## config.mk

```make
export PLATFORM = sky130hd
export DESIGN_NAME = fu_reflect_pipe
export DESIGN_NICKNAME = d
export VERILOG_FILES = /design/src/rtl/fu_reflect_pipe.sv
export SDC_FILE = /design/constraint.sdc
export NUM_CORES = 1
export LEC_CHECK = 0
export CAP_MARGIN = 10
export CORE_UTILIZATION = 45
export CTS_BUF_LIST = sky130_fd_sc_hd__clkbuf_8
export DETAILED_ROUTE_END_ITERATION = 10
export GPL_ROUTABILITY_DRIVEN = 0
export PLACE_DENSITY = 0.77
export SLEW_MARGIN = 20
export SYNTH_ARGS = -nofsm -noshare
export SYNTH_HDL_FRONTEND = slang
export SYNTH_SLANG_ARGS = --single-unit
export TNS_END_PERCENT = 100
```

## constraint.sdc

```tcl
create_clock -name clk -period 2.9 [get_ports clk]
set_input_delay 0.435 -clock clk [delete_from_list [all_inputs] [get_ports clk]]
set_output_delay 0.435 -clock clk [all_outputs]
set_load 0.05 [all_outputs]
```

## src/rtl/fu_reflect_pipe.sv

```systemverilog
// -----------------------------------------------------------------------------
// fu_reflect_pipe -- pipelined bit/byte reflection function unit
//
// Purpose
//   Triggered by t1load, computes one of several bit/byte reordering functions
//   of t1data and delivers the result on r1data exactly `latency` unlocked
//   rising edges later. One trigger can be accepted per cycle. Results emerge
//   in issue order with no bubbles.
//
// Opcodes (t1opcode)
//   0 REFLECT   full-width bit reversal
//   1 REFLECT8  reverse low 8 bits, upper bits zero
//   2 REFLECT16 reverse low 16 bits, upper bits zero
//   3 REFLECTB  reverse bits inside each byte lane
//   4 BSWAP     reverse byte-lane order
//   5 REFLECTN  reverse low n bits, n = o1 register clamped to busw
//   6,7         reserved, result 0
//
// Ports
//   clk       in   1     rising-edge clock
//   rstx      in   1     asynchronous active-low reset
//   glock     in   1     global lock, freezes every register
//   t1data    in   busw  trigger operand
//   t1load    in   1     trigger strobe
//   t1opcode  in   3     operation select
//   o1data    in   busw  operand 2 (bit count for REFLECTN)
//   o1load    in   1     operand 2 load strobe
//   r1data    out  busw  result register (holds last result)
//
// Configuration
//   FU_REFLECT_PIPE_VARW_EN  when defined, builds the o1 register and the
//                            REFLECTN datapath. When undefined, o1data/o1load
//                            are ignored and opcode 5 returns 0.
// -----------------------------------------------------------------------------

// Single byte-lane bit reversal, instantiated once per lane.
module fu_reflect_lane (
    input  logic [7:0] din,
    output logic [7:0] rev
);
    always_comb begin
        rev = '0;
        for (int j = 0; j < 8; j++) rev[j] = din[7-j];
    end
endmodule

module fu_reflect_pipe #(
    parameter int busw    = 32,
    parameter int latency = 2
) (
    input  logic            clk,
    input  logic            rstx,
    input  logic            glock,
    input  logic [busw-1:0] t1data,
    input  logic            t1load,
    input  logic [2:0]      t1opcode,
    input  logic [busw-1:0] o1data,
    input  logic            o1load,
    output logic [busw-1:0] r1data
);
    localparam int LANES = busw / 8;

    localparam logic [2:0] OP_REFLECT   = 3'd0;
    localparam logic [2:0] OP_REFLECT8  = 3'd1;
    localparam logic [2:0] OP_REFLECT16 = 3'd2;
    localparam logic [2:0] OP_REFLECTB  = 3'd3;
    localparam logic [2:0] OP_BSWAP     = 3'd4;
    localparam logic [2:0] OP_REFLECTN  = 3'd5;

    logic            trig;
    logic [busw-1:0] rev_all;
    logic [busw-1:0] rev_lanes;
    logic [busw-1:0] bswap;
    logic [busw-1:0] rev_n;
    logic [busw-1:0] res;
    logic            unused;

    assign trig = t1load & ~glock;

    // ---------------------------------------------------------------- datapath
    always_comb begin
        rev_all = '0;
        for (int i = 0; i < busw; i++) rev_all[i] = t1data[busw-1-i];
    end

    always_comb begin
        bswap = '0;
        for (int b = 0; b < LANES; b++) bswap[8*b +: 8] = t1data[8*(LANES-1-b) +: 8];
    end

    logic [LANES-1:0][7:0] lane_in;
    logic [LANES-1:0][7:0] lane_out;
    assign lane_in   = t1data;
    assign rev_lanes = lane_out;

    genvar g;
    generate
        for (g = 0; g < LANES; g++) begin : g_lane
            fu_reflect_lane u_lane (
                .din (lane_in[g]),
                .rev (lane_out[g])
            );
        end
    endgenerate

`ifdef FU_REFLECT_PIPE_VARW_EN
    // Bit count needs to represent 0..busw inclusive.
    localparam int              NW    = $clog2(busw + 1);
    localparam logic [busw-1:0] W_VAL = busw'(busw);

    logic [busw-1:0] o1_q;
    logic [busw-1:0] o1_cur;
    logic [NW-1:0]   n_eff;

    // A load in the trigger cycle is forwarded straight to the operation.
    assign o1_cur = o1load ? o1data : o1_q;
    assign n_eff  = (o1_cur >= W_VAL) ? NW'(busw) : o1_cur[NW-1:0];

    // Reversing the low n bits equals the full reversal shifted down by
    // busw-n; a shift of busw (n=0) yields zero.
    assign rev_n = rev_all >> (NW'(busw) - n_eff);

    always_ff @(posedge clk or negedge rstx) begin
        if (!rstx)
            o1_q <= '0;
        else if (o1load && !glock)
            o1_q <= o1data;
    end
`else
    assign rev_n = '0;
`endif

    always_comb begin
        res = '0;
        case (t1opcode)
            OP_REFLECT:   res = rev_all;
            OP_REFLECT8:  res = rev_all >> (busw - 8);
            OP_REFLECT16: res = rev_all >> (busw - 16);
            OP_REFLECTB:  res = rev_lanes;
            OP_BSWAP:     res = bswap;
            OP_REFLECTN:  res = rev_n;
            default:      res = '0;
        endcase
    end

    // ---------------------------------------------------------------- pipeline
    // Stage k register input is element k of the *_pipe vectors; element 0 is
    // the freshly computed result. The last stage doubles as r1data and only
    // loads on a valid result so it holds between operations.
    logic [latency-1:0]            vld_q;
    logic [latency-1:0][busw-1:0]  dat_q;
    logic [latency:0]              vld_pipe;
    logic [latency:0][busw-1:0]    dat_pipe;

    assign vld_pipe = {vld_q, trig};
    assign dat_pipe = {dat_q, res};

    always_ff @(posedge clk or negedge rstx) begin
        if (!rstx) begin
            vld_q <= '0;
            dat_q <= '0;
        end else if (!glock) begin
            for (int k = 0; k < latency; k++) begin
                vld_q[k] <= vld_pipe[k];
                if (vld_pipe[k]) dat_q[k] <= dat_pipe[k];
            end
        end
    end

    assign r1data = dat_q[latency-1];

    // Final valid has no consumer beyond the held result register.
`ifdef FU_REFLECT_PIPE_VARW_EN
    assign unused = vld_pipe[latency];
`else
    assign unused = ^{o1data, o1load, vld_pipe[latency]};
`endif

endmodule
```

==> flow_metrics.py, run 1 <==
metrics = {
    "run_status": {
        "outcome": "finished clean",
    },
    "drt": {
        "drtPass1Iterations": 5,
        "wl_um": 8300,
        "vias": 2711,
        "drtIter0Drc": 298,
        "drc": 0,
        "avgRoutedWirePerCell_um": 18.4,
        "avgViaCountPerCell": 6.01,
        "ant_nets": 0,
    },
    "cells_and_area": {
        "nets": 420,
        "instances_no_fill": 451,
        "antenna_cells": 0,
        "layout-drive-gt1-share_pct": 16.8,
        "areaGrowthSynthToFinish_pct": 20.9,
    },
    "worst_setup_path": {
        "cp.required_ps": 3150,
        "endpoint_kind": "register",
        "crit_arrival_ps": 2310,
        "start_kind": "input pin",
        "critPathKind": "input pin to register",
        "worstPathMaxFanout": 18,
    },
    "floorplanning": {
        "ioPinCount": 104,
        "rows": 31,
        "coreArea_um2": 7370,
        "die_x_um": 90.2,
        "start_util_pct": 47.5,
        "die-area_um2": 8140,
        "die_h_um": 90.2,
    },
    "timing": {
        "setup_slack_ps": 841,
        "hold_viol": 0,
        "tightest_slew_ps": 735,
        "finalCritPeriodShare_pct": 71.0,
        "setup_tns_ps": 0,
        "finalSetupViolCount": 0,
        "final.min_clock_period_ps": 2060,
        "fmax_ghz": 0.486,
        "whs_ps": 153,
        "skew_ps": 7.12,
        "drv_slew": 0,
        "rsz0062_at_grt": "no",
        "maxSlewHeadroom_pct": 51.0,
    },
    "clock_tree": {
        "clk_latency_ps": 340,
        "cts-root-buf": "clkbuf_8",
        "hold_buffers": 0,
        "cts_tree": "yes",
        "post_cts_buffers": 0,
        "clock_sinks": 65,
        "htree_num_levels": 3,
        "cts_buffers": 9,
        "post_cts_resized": 0,
        "clk_pin_slew_worst_paths_ps": 70,
        "cts_buffer_depth": 2,
    },
    "synth": {
        "synth-seq-area-share_pct": 46.4,
        "netlist_instances": 317,
        "synth_area_um2": 3500,
        "synth-simple-area-share_pct": 9.61,
        "yosysWarnings": 0,
        "synthTopCellsByArea": "dfrtp_1, mux2_2, a22oi_1",
        "synth_top_cell_by_area": "dfrtp_1",
        "synth_common_cells": "dfrtp_1, a22oi_1, buf_4, mux2_2, nand2_1",
        "synth_compound_area_share_pct": 18.0,
        "syn_area_per_cell_um2": 11.0,
        "syn-num-nets": 389,
        "synth_xor_area_share_pct": 0,
        "synthMuxAreaShare_pct": 14.9,
        "async_flop_share_pct": 100,
        "synth_most_common_cell": "dfrtp_1",
        "synth_top_family_by_area": "compound AO/OA/AOI/OAI gates",
        "synthAdderAreaFrac_pct": 0,
        "synth-main-ff-cell": "dfrtp_1",
        "synth.distinct_cells": 29,
        "synth_edf_count": 0,
        "synth_top_area_share_pct": 46.4,
        "ys_ff_latch": 65,
    },
    "grt": {
        "grt_pass1_wl_um": 13900,
        "first_global_vias": 2739,
        "antenna_found_initial": 0,
        "grt_usage_pct": 21.8,
        "grt_max_degree": 36,
        "grt_overflow": 0,
    },
    "placed_design": {
        "place_ws_ps": 531,
        "hpwlAfterDp_um": 6070,
        "port_buffers": 70,
        "placed_cells_incl_taps": 436,
    },
    "hold_path": {
        "worstHoldPathType": "input pin to asynchronous set/reset pin",
    },
    "power": {
        "power_mw": 2.52,
        "p_per_area_nw_per_um2": 595,
        "ir_worst_vdd_v": 0.000299,
        "leakage_nw": 1.81,
    },
    "job": {
        "drv_cap": 0,
    },
}
final timing paths:
kind | startpoint | endpoint | slack, ps | cells past startpoint
max | t1opcode[2] | dat_pipe[47] | 840 | 4
min | rstx | r1data[6] | 150 | 1
max reg2reg | vld_q[0] | r1data[26] | 1680 | 3
min reg2reg | vld_q[0] | vld_q[0] | 490 | 2
max in group asynchronous | rstx | dat_pipe[38] | 2120 | 2
min in group clk | vld_q[0] | vld_q[0] | 490 | 2
cell usage in the layout (no fill, tap or decap):
master	netlist	final
nor2b_1	1	1
nand2_1	26	26
buf_2	16	1
or4b_1	1	1
o31ai_1	2	2
inv_1	1	2
or3_1	1	1
bufinv_16	0	1
buf_4	33	11
buf_12	0	1
and2_1	1	1
o21ai_0	1	1
nor2_1	10	10
and2b_1	1	1
mux2_2	31	31
and3b_1	1	1
mux2_1	1	1
clkinv_2	0	2
clkdlybuf4s50_1	0	69
a32oi_1	3	3
a221o_1	8	8
nor4b_1	15	15
a31oi_1	14	14
mux2i_1	16	16
a22oi_1	37	37
a22o_1	7	7
o21bai_1	1	1
nand2b_1	2	2
nor3b_2	1	1
dfrtp_1	65	65
clkbuf_8	0	11
o221ai_1	8	8
routing by layer:
metal / part of all wire, % / global-route usage, %
met1: 45 / 29.6
met2: 48 / 33.8
met3: 5.7 / 3.98
met4: 2.1 / 10.1
met5: 0 / 0
logic make-up after synthesis:
logic type             Yosys count
AO/OA/AOI/OAI                   81
AND/OR/NAND/NOR                 60
multiplexers                    48
flip-flops                      65
buffers and inverters           63
state kept, by name (all words and copies together) (netlist names):
name and cells:
vld_q 1, dat_pipe 32, r1data 32
worst max-delay path, cell delays in order:
cell             delay (ps)
clkdlybuf4s50_1         680
buf_4                   360
or3_1                   550
o221ai_1                280
report_power, final:
part           total (mW)  internal [mW]  switching (mW)
clock network       0.768          0.433           0.335
registers            1.06           1.01          0.0531
logic               0.691          0.276           0.415
area by class of cell:
cell class	instances	area, um2
clock buffer	11	151
clock inverter	4	43.8
multi-input combinational	189	1490
fill	638	3130
timing repair buffer	82	798
tap	99	124
inverter	1	3.75
sequential	65	1630
per-stage QoR:
step                util, %  cell area (um2)
floorplan                 -             3500
global placement       54.8             4040
detailed placement     54.8             4040
CTS                    57.5             4240
global route           57.5             4240
finish                 57.5             4240
Power figures use the tool's default switching activity.
==> run 2, diff against run 1 <==
Settings changed: CORE_UTILIZATION 45 to 44, PLACE_DENSITY 0.77 to 0.78.
Clock period 2.9 ns to 1.7 ns, I/O delays scaled along.
==> flow_metrics.py, run 2 (same netlist as run 1, synthesis figures left out) <==
metrics = {
    "run_status": {
        "outcome": "finished clean",
    },
    "clock_tree": {
        "post_cts_buffers": 0,
        "cts_buffer_depth": 2,
        "clk_pin_slew_worst_paths_ps": 60,
        "cts_buffers": 9,
        "hold_buffers": 1,
        "clk_latency_ps": 350,
        "htree_num_levels": 3,
        "cts_tree": "yes",
        "clock_sinks": 65,
        "cts-root-buf": "clkbuf_8",
        "post_cts_resized": 0,
    },
    "grt": {
        "first_global_vias": 2760,
        "antenna_found_initial": 0,
        "grt_usage_pct": 21.8,
        "grt_pass1_wl_um": 13900,
        "grt_overflow": 0,
        "grt_max_degree": 66,
    },
    "floorplanning": {
        "ioPinCount": 104,
        "die_h_um": 91.2,
        "start_util_pct": 45.3,
        "rows": 32,
        "coreArea_um2": 7730,
        "die-area_um2": 8320,
        "die_x_um": 91.2,
    },
    "worst_setup_path": {
        "endpoint_kind": "register",
        "worst-path-buf-inv": 1,
        "slowest_stage": "or4b_1",
        "start_kind": "input pin",
        "r2r-start": "vld_q[0]",
        "cp.required_ps": 1970,
        "reg2reg_slack_ps": 460,
        "crit_arrival_ps": 1830,
        "path_cells": "clkdlybuf4s50_1 -> or4b_1 -> nor2_1 -> a221o_1",
        "critPathKind": "input pin to register",
        "reg2reg_depth": 3,
        "worstPathMaxFanout": 8,
        "critPathTopFamily": "simple AND/OR/NAND/NOR gates",
        "max_stage_delay_ps": 720,
        "r2r-end": "r1data[0]",
    },
    "hold_path": {
        "worstHoldPathType": "input pin to asynchronous set/reset pin",
    },
    "cells_and_area": {
        "final_core_util_pct": 55.9,
        "fill_cells": 653,
        "mostFrequentLayoutCells": "dfrtp_1, buf_4, a22oi_1, clkdlybuf4s50_1, mux2_2",
        "antenna_cells": 0,
        "layout-drive-gt1-share_pct": 28.8,
        "nets": 440,
        "areaGrowthSynthToFinish_pct": 23.3,
        "layout_commonest_cell": "dfrtp_1",
    },
    "timing": {
        "drv_slew": 0,
        "finalCritPeriodShare_pct": 91.6,
        "final.min_clock_period_ps": 1560,
        "hold_viol": 0,
        "rsz0062_at_grt": "no",
        "fmax_ghz": 0.642,
        "setup_tns_ps": 0,
        "tightest_slew_ps": 491,
        "skew_ps": 9.49,
        "finalSetupViolCount": 0,
        "maxSlewHeadroom_pct": 67.1,
    },
    "power": {
        "p_per_area_nw_per_um2": 957,
        "ir_worst_vdd_v": 0.000512,
        "power_mw": 4.13,
        "leakage_nw": 1.97,
    },
    "placed_design": {
        "port_buffers": 70,
        "hpwlAfterDp_um": 6190,
    },
    "drt": {
        "vias": 2729,
        "avgViaCountPerCell": 5.77,
        "drtPass1Iterations": 4,
        "avgRoutedWirePerCell_um": 17.8,
        "drc": 0,
        "wl_um": 8440,
        "ant_nets": 0,
        "drtIter0Drc": 329,
    },
    "job": {
        "drv_cap": 0,
    },
}
-- run 2: cell count changes in the layout (fill, tap and decap cells not counted) --
cell and change:
buf_12 +3, inv_1 +2, dlygate4sd3_1 +1, clkdlybuf4s50_1 -32
buf_4 +48, clkinv_2 -2, bufinv_16 -1
-- run 2: layer usage --
layer | global-route usage [%] | share of wire, %
met1 | 28.6 | 43
met2 | 34.4 | 48
met3 | 6.28 | 7.4
met4 | 7.28 | 1.8
met5 | 0 | 0
-- run 2: how the worst max path moves through the flow --
stage	startpoint	end	slack [ps]	cells past startpoint
4_1_cts	t1opcode[1]	dat_pipe[33]	160	4
3_5_place_dp	t1opcode[1]	dat_pipe[33]	-190	4
6_report	t1opcode[1]	dat_pipe[33]	140	4
3_3_place_gp	t1opcode[1]	dat_pipe[34]	-130	4
2_1_floorplan	t1opcode[2]	dat_pipe[38]	420	5
5_1_grt	glock	dat_pipe[33]	60	5
-- run 2: power breakdown --
| part | internal (mW) | switching (mW) |
|---|---|---|
| clock network | 0.577 | 0.553 |
| registers | 1.72 | 0.0951 |
| logic | 0.471 | 0.716 |
| total | 2.77 | 1.36 |
-- run 2: worst reg2reg max path, stage by stage, from the launching register on --
cell      delay (ps)
dfrtp_1          390
nand2b_1         200
buf_12           190
mux2_2           350
-- run 2: metrics by stage --
step	cell area [um2]	setup slack [ps]	hold WS, ps	std cells
floorplan	3500	415	-40.6	317
global placement	4140	-127	295	458
detailed placement	4140	-187	298	458
CTS	4320	158	475	473
global route	4320	62.1	500	473
finish	4320	142	441	473
-- run 2: area by class of cell --
cell class	count	area, um2	area share (%)
multi-input cells	189	1490	34.5
well taps	102	128	2.96
repair buffers	102	908	21.0
flip-flops and latches	65	1630	37.7
clock buffers	11	151	3.51
clock inverters	3	11.3	0.261
inverters	1	3.75	0.0870
